==> src/rtl/simmem_pkg.sv <==
// Shared widths, slot record type and helpers for the write-response delay tracker.
package simmem_pkg;

  localparam int unsigned WriteRespBankAddrWidth = 3;
  localparam int unsigned DelayWidth = 8;
  localparam int unsigned NumWriteRespSlots = 2 ** WriteRespBankAddrWidth;

  typedef enum logic {
    SLOT_IDLE    = 1'b0,
    SLOT_PENDING = 1'b1
  } slot_state_e;

  typedef struct packed {
    slot_state_e                 pending;
    logic [DelayWidth-1:0]       counter;
  } slot_t;

  // Number of set bits in a slot-wide vector; result spans 0..NumWriteRespSlots.
  function automatic logic [WriteRespBankAddrWidth:0] count_ones(
    input logic [NumWriteRespSlots-1:0] vec
  );
    logic [WriteRespBankAddrWidth:0] cnt;
    cnt = '0;
    for (int i = 0; i < int'(NumWriteRespSlots); i++) begin
      cnt = cnt + {{WriteRespBankAddrWidth{1'b0}}, vec[i]};
    end
    return cnt;
  endfunction

endpackage

==> src/rtl/simmem_prio_picker.sv <==
// Picks the lowest-indexed asserted request out of the slot-wide request vector.
module simmem_prio_picker
  import simmem_pkg::*;
(
  input  logic [NumWriteRespSlots-1:0]      i_req,
  output logic [WriteRespBankAddrWidth-1:0] o_idx,
  output logic                              o_valid
);

  // Scan from the top down so the lowest set index is the last one written.
  always_comb begin
    o_idx   = '0;
    o_valid = 1'b0;
    for (int i = int'(NumWriteRespSlots) - 1; i >= 0; i--) begin
      if (i_req[i]) begin
        o_idx   = WriteRespBankAddrWidth'(i);
        o_valid = 1'b1;
      end
    end
  end

endmodule

==> src/rtl/simmem_delay_tracker.sv <==
// Per-identifier delay tracker: each slot counts down its delay and is then
// offered for release, lowest identifier first, one per handshake.
module simmem_delay_tracker
  import simmem_pkg::*;
(
  input  logic                              clk_i,
  input  logic                              rst_ni,
  input  logic [WriteRespBankAddrWidth-1:0] local_id_i,
  input  logic [DelayWidth-1:0]             delay_i,
  input  logic                              in_valid_i,
  output logic [WriteRespBankAddrWidth-1:0] release_id_o,
  output logic                              release_valid_o,
  input  logic                              release_ready_i,
  output logic                              collision_o,
  output logic [WriteRespBankAddrWidth:0]   pending_cnt_o
);

  slot_t                             r_slots      [NumWriteRespSlots];
  slot_t                             w_slots_next [NumWriteRespSlots];
  logic [NumWriteRespSlots-1:0]      w_expired;
  logic [NumWriteRespSlots-1:0]      w_pending_next;
  logic [WriteRespBankAddrWidth-1:0] w_rel_id;
  logic                              w_rel_valid;
  logic                              w_release;
  logic                              w_collision;
  logic                              r_collision;
  logic [WriteRespBankAddrWidth:0]   r_pending_cnt;

  // A slot is expired once it is pending and its countdown has reached zero.
  always_comb begin
    w_expired = '0;
    for (int i = 0; i < int'(NumWriteRespSlots); i++) begin
      w_expired[i] = (r_slots[i].pending == SLOT_PENDING) && (r_slots[i].counter == '0);
    end
  end

  simmem_prio_picker u_picker (
    .i_req   (w_expired),
    .o_idx   (w_rel_id),
    .o_valid (w_rel_valid)
  );

  assign w_release = w_rel_valid && release_ready_i;

  // Slot next-state: release first, so a same-cycle input to the released slot
  // sees it idle and reloads it; otherwise a pending slot just counts down.
  always_comb begin
    w_pending_next = '0;
    for (int i = 0; i < int'(NumWriteRespSlots); i++) begin
      w_slots_next[i] = r_slots[i];
      if (w_release && (w_rel_id == WriteRespBankAddrWidth'(i))) begin
        w_slots_next[i].pending = SLOT_IDLE;
        w_slots_next[i].counter = '0;
      end else if ((r_slots[i].pending == SLOT_PENDING) && (r_slots[i].counter != '0)) begin
        w_slots_next[i].counter = r_slots[i].counter - DelayWidth'(1);
      end
      if (in_valid_i && (local_id_i == WriteRespBankAddrWidth'(i)) &&
          (w_slots_next[i].pending == SLOT_IDLE)) begin
        w_slots_next[i].pending = SLOT_PENDING;
        w_slots_next[i].counter = delay_i;
      end
      w_pending_next[i] = (w_slots_next[i].pending == SLOT_PENDING);
    end
  end

  // An input hitting a slot that stays pending through this edge is dropped.
  always_comb begin
    w_collision = in_valid_i &&
                  (r_slots[local_id_i].pending == SLOT_PENDING) &&
                  !(w_release && (w_rel_id == local_id_i));
  end

  // Slot state register; reset discards every pending entry immediately.
  always_ff @(posedge clk_i or negedge rst_ni) begin
    if (!rst_ni) begin
      for (int i = 0; i < int'(NumWriteRespSlots); i++) begin
        r_slots[i] <= '0;
      end
    end else begin
      for (int i = 0; i < int'(NumWriteRespSlots); i++) begin
        r_slots[i] <= w_slots_next[i];
      end
    end
  end

  // Collision pulse and pending population, both registered alongside the slots.
  always_ff @(posedge clk_i or negedge rst_ni) begin
    if (!rst_ni) begin
      r_collision   <= 1'b0;
      r_pending_cnt <= '0;
    end else begin
      r_collision   <= w_collision;
      r_pending_cnt <= count_ones(w_pending_next);
    end
  end

  assign release_id_o    = w_rel_id;
  assign release_valid_o = w_rel_valid;
  assign collision_o     = r_collision;
  assign pending_cnt_o   = r_pending_cnt;

endmodule

==> config.mk <==
export PLATFORM = sky130hd
export DESIGN_NAME = simmem_delay_tracker
export DESIGN_NICKNAME = d
export VERILOG_FILES = /design/src/rtl/simmem_pkg.sv /design/src/rtl/simmem_prio_picker.sv /design/src/rtl/simmem_delay_tracker.sv
export SDC_FILE = /design/constraint.sdc
export NUM_CORES = 1
export LEC_CHECK = 0
export CELL_PAD_IN_SITES_DETAIL_PLACEMENT = 1
export CELL_PAD_IN_SITES_GLOBAL_PLACEMENT = 1
export CORE_UTILIZATION = 40
export CTS_BUF_LIST = sky130_fd_sc_hd__clkbuf_8 sky130_fd_sc_hd__clkbuf_16
export CTS_CLUSTER_DIAMETER = 200
export DETAILED_ROUTE_END_ITERATION = 16
export GPL_TIMING_DRIVEN = 0
export PLACE_DENSITY = 0.77
export SYNTH_ARGS = -nofsm -noshare
export SYNTH_HDL_FRONTEND = slang
export SYNTH_HIERARCHICAL = 1
export SYNTH_SLANG_ARGS = --single-unit
==> constraint.sdc <==
create_clock -name clk_i -period 6.4 [get_ports clk_i]
set_clock_uncertainty 0.1 [all_clocks]
set_input_delay 1.28 -clock clk_i [delete_from_list [all_inputs] [get_ports clk_i]]
set_output_delay 1.28 -clock clk_i [all_outputs]
set_load 0.05 [all_outputs]
==> impl_metrics.env <==
export IMPL_ys_ff_latch=77
export IMPL_root_buffer="clkbuf_16"
export IMPL_rows=41
export IMPL_synth_seq_area_share_pct=36.8
export IMPL_hold_ws_ns=0.414
export IMPL_clock_fmax_ghz=0.173
export IMPL_port_buffers=15
export IMPL_synth_common_cells="77 x dfrtp_1, 77 x o21ai_0, 62 x nor2_1"
export IMPL_drt_pass1_iterations=5
export IMPL_clkPwrFrac_pct=19.2
export IMPL_clk_pin_slew_ns=0.06
export IMPL_synth_ff_type="dfrtp_1"
export IMPL_grt_setup_unrepaired="no"
export IMPL_tightestPinTransition_ns=0.895
export IMPL_synthesis_nets=631
export IMPL_multi_input_area_um2=3090
export IMPL_r2r_slack_ns=0.62
export IMPL_grt_ovfl_total=0
export IMPL_synth_top_area_cell="dfrtp_1"
export IMPL_vias_per_cell=6.15
export IMPL_grt_pass1_vias=5118
export IMPL_cts_setup_buffers=0
export IMPL_n_antenna_cell=0
export IMPL_synthToLayoutAreaGrowth_pct=13.7
export IMPL_p_leak_nw=2.27
export IMPL_drc=0
export IMPL_grt_antenna_before_repair=0
export IMPL_synth_top_area_share_pct=36.8
export IMPL_end_kind="register"
export IMPL_p_switching_w=0.00131
export IMPL_drtIter0Drc=260
export IMPL_io_pins=24
export IMPL_drv_cap=0
export IMPL_placed_cell_area_um2=5640
export IMPL_grt_max_degree=51
export IMPL_gp_congestion=0.830
export IMPL_p_total_w=0.00292
export IMPL_report_final_setup_viol=0
export IMPL_fin_crit_sh_pct=90.3
export IMPL_drv_slew=0
export IMPL_final_cell_count_no_fill=796
export IMPL_register_area_um2=1930
export IMPL_place_inst=781
export IMPL_yosys_top_cells_area="dfrtp_1 37%, o21ai_0 7.4%, a21oi_1 5.3%, ha_1 4.5%, nor2_1 4.4%"
export IMPL_timing_slew_headroom_pct=39.8
export IMPL_cp_required_ns=6.55
export IMPL_layout_nets=658
export IMPL_cts_sinks=77
export IMPL_crit_arrival_ns=5.93
export IMPL_avgSynthCellArea_um2=8.83
export IMPL_setup_worst_path_class="reg -> reg"
export IMPL_p_int_w=0.00162
export IMPL_min_period_ns=5.78
export IMPL_vias=4897
export IMPL_hp_class="reg -> reg"
export IMPL_yosys_warnings=6
export IMPL_drive_above_1_share_pct=11.1
export IMPL_setup_tns_ns=0
export IMPL_htreeDepth=3
export IMPL_initial_utilization_pct=41.3
export IMPL_routed_wl_um=16400
export IMPL_die_area_um2=13600
export IMPL_cp_max_fo=6
export IMPL_ant_nets=0
export IMPL_synthArstFlopShare_pct=100
export IMPL_synthesis_area_um2=5240
export IMPL_wl_per_cell_um=20.6
export IMPL_cp_start_kind="register"
export IMPL_clk_latency_ns=0.35
export IMPL_hold_viol_final=0
export IMPL_power_density_nw_per_um2=491
export IMPL_die_w_um=116
export IMPL_post_dp_hpwl_um=11600
export IMPL_status="complete, no violations"
export IMPL_clock_path_buffers=2
export IMPL_numCtsBuffers=9
export IMPL_p_seq_share_pct=32.8
export IMPL_netlist_instances=593
export IMPL_grt_pass1_wl_um=27200
export IMPL_cts_tree="built"
export IMPL_final_fill_count=1478
export IMPL_switching_share_pct=44.7
export IMPL_track_usage_pct=26.6
export IMPL_post_route_cell_area_um2=5960
export IMPL_synth_edf_count=0
export IMPL_fp_dieH_um=116
export IMPL_combPwrFrac_pct=48.0
export IMPL_ir_worst_vdd_mv=0.279
export IMPL_fp_coreArea_um2=12700
export IMPL_yosysUniqueCellTypes=73
-- power groups by stage --
stage	Combinational, W	Clock (W)	Sequential (W)
after global routing	0.00158	0.000589	0.000994
after CTS	0.00140	0.000569	0.000955
final	0.00140	0.000560	0.000959
after detailed placement	0.00139	0	0.000960
after floorplan	0.000982	0	0.000941
after global placement	0.00132	0	0.000942
-- per-layer routing --
metal | track usage (%) | vias up | wire length, µm
met5 | 0 | - | 0
met4 | 7.69 | 0 | 328
met3 | 5.29 | 23 | 519
met2 | 44.4 | 96 | 7930
met1 | 35.0 | 2490 | 7610
li1 | - | 2288 | -
-- stage by stage --
step,utilization (%),setup slack [ns]
final,47.0,0.620
after global routing,47.0,0.288
after CTS,47.0,0.0706
after detailed placement,44.5,0.0923
after global placement,44.3,0.295
after floorplan,-,0.0571
-- final timing paths --
kind                                     to  cells after the start   startpoint
max                        pending_cnt_o[2]                     17  r_slots[45]
min                             r_slots[61]                      1  r_slots[61]
max reg2reg                pending_cnt_o[2]                     17  r_slots[45]
min reg2reg                     r_slots[61]                      1  r_slots[61]
max in group asynchronous       r_slots[51]                      2       rst_ni
min in group asynchronous       r_slots[59]                      1       rst_ni
-- sequential cells by signal, indices dropped and copies added, names as in the netlist --
signal	flops
collision_o	1
r_slots	72
pending_cnt_o	4
-- area by class of cell --
cell class	count	share of cell area, %
sequential	77	32.3
clock buffer	10	4.01
tap	172	3.61
multi-input combinational	463	51.8
clock inverter	5	1.28
buffer	24	2.16
inverter	29	1.83
timing repair buffer	16	2.94
-- worst max-delay path: stages (launching register included) --
cell	delay [ns]
dfrtp_1	0.40
inv_1	0.11
ha_1	0.15
or4b_1	0.49
nor3_2	0.45
nor2_1	0.10
a211oi_2	0.47
nand3b_1	0.32
o21ai_1	0.48
nand2_1	0.20
fa_1	0.50
fa_1	0.49
inv_1	0.05
fa_1	0.50
inv_1	0.04
ha_1	0.21
fa_1	0.38
xor2_1	0.24
-- placed cells by master, fill, tap and decap left out, types with 8 or more instances in the layout --
| cell type | count |
|---|---|
| nor2_1 | 62 |
| nand2_1 | 31 |
| o21a_1 | 8 |
| ha_1 | 19 |
| dfrtp_1 | 77 |
| clkdlybuf4s50_1 | 14 |
| a32oi_1 | 19 |
| nor4_1 | 10 |
| a21oi_1 | 55 |
| a22oi_1 | 9 |
| nor3_1 | 19 |
| inv_1 | 30 |
| clkbuf_16 | 9 |
| a211oi_1 | 8 |
| clkbuf_1 | 10 |
| nor2b_1 | 12 |
| o21ai_0 | 76 |
-- repair_timing --
action	in CTS	in global routing
hold buffers	0	0
resized for setup	0	2
endpoints found under the setup margin	0	2
-- cells by family after synthesis --
logic type / Yosys count / synth area share (%)
mux: 3 / 1.05
compound gates: 234 / 28.9
xor+xnor: 6 / 1.00
buf+inv: 53 / 4.54
fa+ha+maj: 23 / 6.07
simple gates: 197 / 21.7
flops: 77 / 36.8
(Power assumes the default switching activity.)
